<file path="src/rtl/mem_port_arbiter.sv">
// -----------------------------------------------------------------------------
// mem_port_arbiter
//
// Shares one single-port synchronous SRAM between three requesters: the core
// data port (loads/stores), the MAC coprocessor operand read port and the core
// instruction fetch port. The grant is made combinationally on the current
// cycle's requests. It is registered so that each ack lines up with the SRAM
// read data, which returns one cycle after mem_en.
//
// Parameters
//   AW        address width of every port
//   MAX_WAIT  consecutive denied instr_req cycles before fetch is forced to
//             top priority for one cycle; 0 disables the boost
//
// Ports
//   clk, rstz                    clock, asynchronous active-low reset
//   instr_req/addr               fetch request (level) and address
//   instr_data/ack               fetch read data, valid with instr_ack
//   data_req/addr/wr_en/mask/wr_data   load/store request
//   data_rd_data/ack             load data (0 for a store ack) and completion
//   mac_req/addr                 MAC operand read request
//   mac_rdata/ack                MAC read data and completion
//   mem_en/wr_en/addr/wdata/mask SRAM command, driven from the granted port
//   mem_rdata                    SRAM read data, one cycle after mem_en
//
// Optional build macro MEM_ARB_STATS_EN adds:
//   stat_clr                     synchronous clear of the stall counters
//   stat_instr_stall/data_stall/mac_stall
//                                saturating 32-bit counts of cycles in which
//                                the port requested but was not granted
// -----------------------------------------------------------------------------
module mem_port_arbiter #(
  parameter int AW       = 32,
  parameter int MAX_WAIT = 8
) (
  input  logic          clk,
  input  logic          rstz,
  // instruction fetch port
  input  logic          instr_req,
  input  logic [AW-1:0] instr_addr,
  output logic [31:0]   instr_data,
  output logic          instr_ack,
  // core data port
  input  logic          data_req,
  input  logic [AW-1:0] data_addr,
  input  logic          data_wr_en,
  input  logic [3:0]    data_mask,
  input  logic [31:0]   data_wr_data,
  output logic [31:0]   data_rd_data,
  output logic          data_ack,
  // MAC coprocessor read port
  input  logic          mac_req,
  input  logic [AW-1:0] mac_addr,
  output logic [31:0]   mac_rdata,
  output logic          mac_ack,
  // SRAM side
  output logic          mem_en,
  output logic          mem_wr_en,
  output logic [AW-1:0] mem_addr,
  output logic [31:0]   mem_wdata,
  output logic [3:0]    mem_mask,
`ifdef MEM_ARB_STATS_EN
  input  logic          stat_clr,
  output logic [31:0]   stat_instr_stall,
  output logic [31:0]   stat_data_stall,
  output logic [31:0]   stat_mac_stall,
`endif
  input  logic [31:0]   mem_rdata
);

  // Request/ack protocol, identical on all three ports:
  //   req is a level. Every cycle in which req is high and the port wins the
  //   grant is one complete transaction. Its ack (and read data) appears
  //   exactly one cycle later. A port that keeps req high through its ack
  //   cycle is issuing a new back-to-back request, not extending the old one.
  //   A denied request simply stays high until it is granted.

  // One-hot grant bit positions (data, mac, instr).
  localparam int G_DATA  = 2;
  localparam int G_MAC   = 1;
  localparam int G_INSTR = 0;

  // The starvation counter needs at least one bit even when the boost is off.
  localparam int SW = (MAX_WAIT > 0) ? $clog2(MAX_WAIT + 1) : 1;
  localparam logic [SW-1:0] WAIT_MAX = SW'(MAX_WAIT);
  localparam bit BOOST_EN = (MAX_WAIT != 0);

  logic [2:0]    gnt;
  logic [2:0]    gnt_q;
  logic          store_q;
  logic [SW-1:0] starve_cnt;
  logic          boost;

  // ---------------------------------------------------------------------------
  // Grant selection
  // ---------------------------------------------------------------------------
  always_comb begin
    boost = BOOST_EN && (starve_cnt == WAIT_MAX);
    gnt   = 3'b000;
    if (boost && instr_req) begin
      // A starved fetch jumps ahead of both data and MAC for this cycle.
      gnt[G_INSTR] = 1'b1;
    end else if (data_req) begin
      gnt[G_DATA] = 1'b1;
    end else if (mac_req) begin
      gnt[G_MAC] = 1'b1;
    end else if (instr_req) begin
      gnt[G_INSTR] = 1'b1;
    end
  end

  // ---------------------------------------------------------------------------
  // SRAM command mux. These outputs are purely combinational on the requests,
  // so they keep following the inputs even while rstz is low.
  // ---------------------------------------------------------------------------
  always_comb begin
    mem_en    = instr_req | data_req | mac_req;
    mem_wr_en = 1'b0;
    mem_addr  = '0;
    mem_wdata = 32'h0;
    mem_mask  = 4'h0;
    if (gnt[G_DATA]) begin
      mem_wr_en = data_wr_en;
      mem_addr  = data_addr;
      mem_wdata = data_wr_data;
      mem_mask  = data_mask;
    end else if (gnt[G_MAC]) begin
      mem_addr  = mac_addr;
      mem_mask  = 4'hF;
    end else if (gnt[G_INSTR]) begin
      mem_addr  = instr_addr;
      mem_mask  = 4'hF;
    end
  end

  // ---------------------------------------------------------------------------
  // Registered grant. store_q remembers whether the data grant was a write, so
  // that a store ack does not pass stale SRAM output back as load data.
  // ---------------------------------------------------------------------------
  always_ff @(posedge clk or negedge rstz) begin
    if (!rstz) begin
      gnt_q   <= 3'b000;
      store_q <= 1'b0;
    end else begin
      gnt_q   <= gnt;
      store_q <= gnt[G_DATA] & data_wr_en;
    end
  end

  assign data_ack  = gnt_q[G_DATA];
  assign mac_ack   = gnt_q[G_MAC];
  assign instr_ack = gnt_q[G_INSTR];

  assign data_rd_data = (data_ack && !store_q) ? mem_rdata : 32'h0;
  assign mac_rdata    = mac_ack                ? mem_rdata : 32'h0;
  assign instr_data   = instr_ack              ? mem_rdata : 32'h0;

  // ---------------------------------------------------------------------------
  // Fetch starvation counter: counts consecutive cycles in which fetch asked
  // and lost. It saturates at MAX_WAIT, which is the level that arms the boost.
  // With MAX_WAIT = 0 it is held at zero.
  // ---------------------------------------------------------------------------
  always_ff @(posedge clk or negedge rstz) begin
    if (!rstz) begin
      starve_cnt <= '0;
    end else if (!instr_req || gnt[G_INSTR]) begin
      starve_cnt <= '0;
    end else if (BOOST_EN && (starve_cnt != WAIT_MAX)) begin
      starve_cnt <= starve_cnt + SW'(1);
    end
  end

`ifdef MEM_ARB_STATS_EN
  // ---------------------------------------------------------------------------
  // Stall statistics: one saturating counter per port. stat_clr takes
  // priority over a stall in the same cycle.
  // ---------------------------------------------------------------------------
  logic [2:0] stall;
  assign stall[G_DATA]  = data_req  & ~gnt[G_DATA];
  assign stall[G_MAC]   = mac_req   & ~gnt[G_MAC];
  assign stall[G_INSTR] = instr_req & ~gnt[G_INSTR];

  always_ff @(posedge clk or negedge rstz) begin
    if (!rstz) begin
      stat_data_stall  <= 32'h0;
      stat_mac_stall   <= 32'h0;
      stat_instr_stall <= 32'h0;
    end else if (stat_clr) begin
      stat_data_stall  <= 32'h0;
      stat_mac_stall   <= 32'h0;
      stat_instr_stall <= 32'h0;
    end else begin
      if (stall[G_DATA] && (stat_data_stall != 32'hFFFF_FFFF)) begin
        stat_data_stall <= stat_data_stall + 32'd1;
      end
      if (stall[G_MAC] && (stat_mac_stall != 32'hFFFF_FFFF)) begin
        stat_mac_stall <= stat_mac_stall + 32'd1;
      end
      if (stall[G_INSTR] && (stat_instr_stall != 32'hFFFF_FFFF)) begin
        stat_instr_stall <= stat_instr_stall + 32'd1;
      end
    end
  end
`endif

endmodule

</file>
<file path="config.mk">
export PLATFORM = sky130hd
export DESIGN_NAME = mem_port_arbiter
export DESIGN_NICKNAME = d
export VERILOG_FILES = /design/src/rtl/mem_port_arbiter.sv
export SDC_FILE = /design/constraint.sdc
export NUM_CORES = 1
export LEC_CHECK = 0
export ABC_AREA = 1
export CAP_MARGIN = 0
export CORE_AREA = 2 2 132 134
export CTS_CLUSTER_DIAMETER = 120
export DETAILED_ROUTE_END_ITERATION = 6
export DIE_AREA = 0 0 134 136
export PLACE_DENSITY = 0.63
export SLEW_MARGIN = 30
export SYNTH_ARGS = -nofsm -noshare
export SYNTH_HDL_FRONTEND = slang
export SYNTH_SLANG_ARGS = --single-unit
</file>
<file path="constraint.sdc">
create_clock -name clk -period 3.1 [get_ports clk]
set_clock_uncertainty 0.1 [all_clocks]
set_input_delay 0.93 -clock clk [delete_from_list [all_inputs] [get_ports clk]]
set_output_delay 0.93 -clock clk [all_outputs]
set_load 0.02 [all_outputs]
</file>
==> metrics.txt <==
Setup TNS Final 0 ps; clock-pin transition on the worst setup and hold timing paths 40 ps; Power Density 187 nW/um^2; CP Data Required Time 2070 ps; minimum clock period after layout 3050 ps; Layout area overhead 172%; Seq/Total Area, Yosys 0.0936; final hold violation count 0; detailed router's first-iteration violation count 68; drt pass-1 iters 4; CTS Buf Count 3; Longest Clk Path Bufs 2; initial antenna violation count 0; run status finished clean; hold buffers post-CTS 0; Area contributors post-synth nand3_1, inv_1, nand2_1; htree depth 1; final setup margin 46.9 ps; Die Y 136 um; Buffers on Ports 338; Setup crit end mem_wdata[4]; final instance area 5820 um^2; Mapped Avg Cell Area 4.64 um^2; CTS tree yes; core area 16900 um^2; count of different cell masters after synthesis 18; Clock Tree Root clkbuf_16; die footprint 18200 um^2; Avg WL per Cell 12.2 um; critical-path maximum fanout 11; dpl cell area 5910 um^2; net count after synthesis 633; Die Wd 134 um; CP startpoint instr_req; Nets 984; reg2reg path depth 10; relative slew slack 0.738; FMAX 328 MHz; DRT Wirelength 12600 um; All-Layer GR Usage 0.128; leak pwr 3.65 nW; Clock Sink Count 8; I/O pin cnt 339; post-layout util 0.345; Max-cap violations 0; crit path DAT 2020 ps; via/cell ratio 3.82; Min-Delay Path Class reg -> reg; fin. max-slew vios 0; post-DP HPWL 9950 um; # diodes 0; R2R setup slack 1420 ps; final worst path period share 0.985; endpoints failing setup 0; top cell type's share of synthesized area 0.243; routability congestion estimate 0.760; Antenna Violating Nets Remaining 0; post-place setup slack -834 ps; initial cell density of the core 0.127; RSZ-0062 raised after global routing yes; gr ovfl total 0; maximum vdd drop 113 uV; Critical R2R Launch starve_cnt[1]; Worst Tran Pin Value 394 ps; Critical Path Sink Type output pin; Clock Latency Late Sink 230 ps; DRC viols 0; Mapped Cells 461; r2r endpoint store_q; #FFs+latches synth 8; kind of critical path in -> out; mapped cell area 2140 um^2; kind of start point of the critical path input port; placement row count 48; fraction of layout cells with a size suffix above 1 0.157; largest net degree at the start of global routing 34; Yosys warnings 0; cell accounting for the most synthesized area nand3_1; vias 3949; number of global-route vias before repair 3857; global-route wire length before repair 19100 um
==> power by group <==
group | switching [mW] | total (mW) | internal, mW | leakage, nW
combinational | 0.375 | 0.760 | 0.385 | 3.51
sequential | 0.00345 | 0.114 | 0.111 | 0.105
clock | 0.0483 | 0.214 | 0.166 | 0.0370
==> logic make-up after synthesis <==
| family | share of synthesized area |
|---|---|
| AND/OR/NAND/NOR | 0.566 |
| buffers and inverters | 0.318 |
| adder cells (fa/ha/maj) | 0.0117 |
| flip-flops | 0.0936 |
| XOR/XNOR | 0.00819 |
| AO/OA/AOI/OAI | 0.00234 |
==> registers in the layout, summed over array words and instances (netlist names) <==
register	cells
gnt_q	3
starve_cnt	4
store_q	1
==> critical path: stages <==
cell and delay [ps]:
clkbuf_4 140, inv_2 80, nor2_4 40, nand2_4 90, buf_12 130, nand2_4 70
bufbuf_16 280, nor2_1 80, buf_2 170
==> layout by cell type (no fill, tap or decap), types with 6 or more instances in the layout <==
cell type        instances
clkdlybuf4s50_1        169
inv_1                  135
nand2_1                102
nand3_1                 99
dlygate4sd2_1           98
nor2_1                  65
buf_4                   40
buf_2                   24
clkbuf_2                24
dfrtp_1                  8
buf_6                    7
buf_12                   6
==> repair_timing <==
item / CTS / global route
endpoints found under the setup margin: 166 / 53
gates cloned: 3 / 1
setup buffers: 7 / 0
pin swaps: 6 / 3
gates resized for setup: 337 / 66
==> worst min-delay path by stage <==
| stage | startpoint | to | slack [ps] | depth (start not counted) |
|---|---|---|---|---|
| floorplan | starve_cnt[0] | starve_cnt[0] | 350 | 1 |
| global placement | starve_cnt[0] | starve_cnt[0] | 420 | 2 |
| detailed placement | starve_cnt[0] | starve_cnt[0] | 420 | 2 |
| CTS | starve_cnt[0] | starve_cnt[0] | 430 | 2 |
| global route | starve_cnt[0] | starve_cnt[0] | 470 | 2 |
| finish | starve_cnt[0] | starve_cnt[0] | 420 | 2 |
==> through the flow <==
stage               power [mW]  instances  hold slack (ps)
floorplan                0.428        461              353
global placement         0.936       1022              419
detailed placement       0.937       1022              420
CTS                       1.10       1035              427
global route              1.16       1035              469
finish                    1.09       1035              422
==> synthesized netlist by cell type <==
cell type / number
dfrtp_1: 8
nor2_1: 69
buf_2: 13
inv_2: 1
nand2_2: 1
clkbuf_1: 9
buf_4: 4
buf_6: 3
and2_1: 1
nand3_1: 104
nand2_1: 102
ha_1: 2
nand2_4: 2
xor2_1: 1
nor2_2: 2
xnor2_1: 1
o21ai_0: 1
inv_1: 137
==> routing by layer <==
| layer | wire [um] | part of all wire | track usage | vias up |
|---|---|---|---|---|
| met5 | 0 | 0 | 0 | - |
| met4 | 207 | 0.016 | 0.0325 | 0 |
| met3 | 1160 | 0.092 | 0.0268 | 14 |
| met2 | 6660 | 0.53 | 0.257 | 213 |
| met1 | 4610 | 0.36 | 0.135 | 1690 |
| li1 | - | - | - | 2032 |
==> cell type report <==
cell class	count	area (um^2)
Clock buffer	3	75.1
Multi-Input combinational cell	287	1350
Inverter	138	518
Timing Repair Buffer	374	3400
Fill cell	1903	11100
Tap cell	225	282
Sequential cell	8	200
Power figures use the tool's default switching activity.
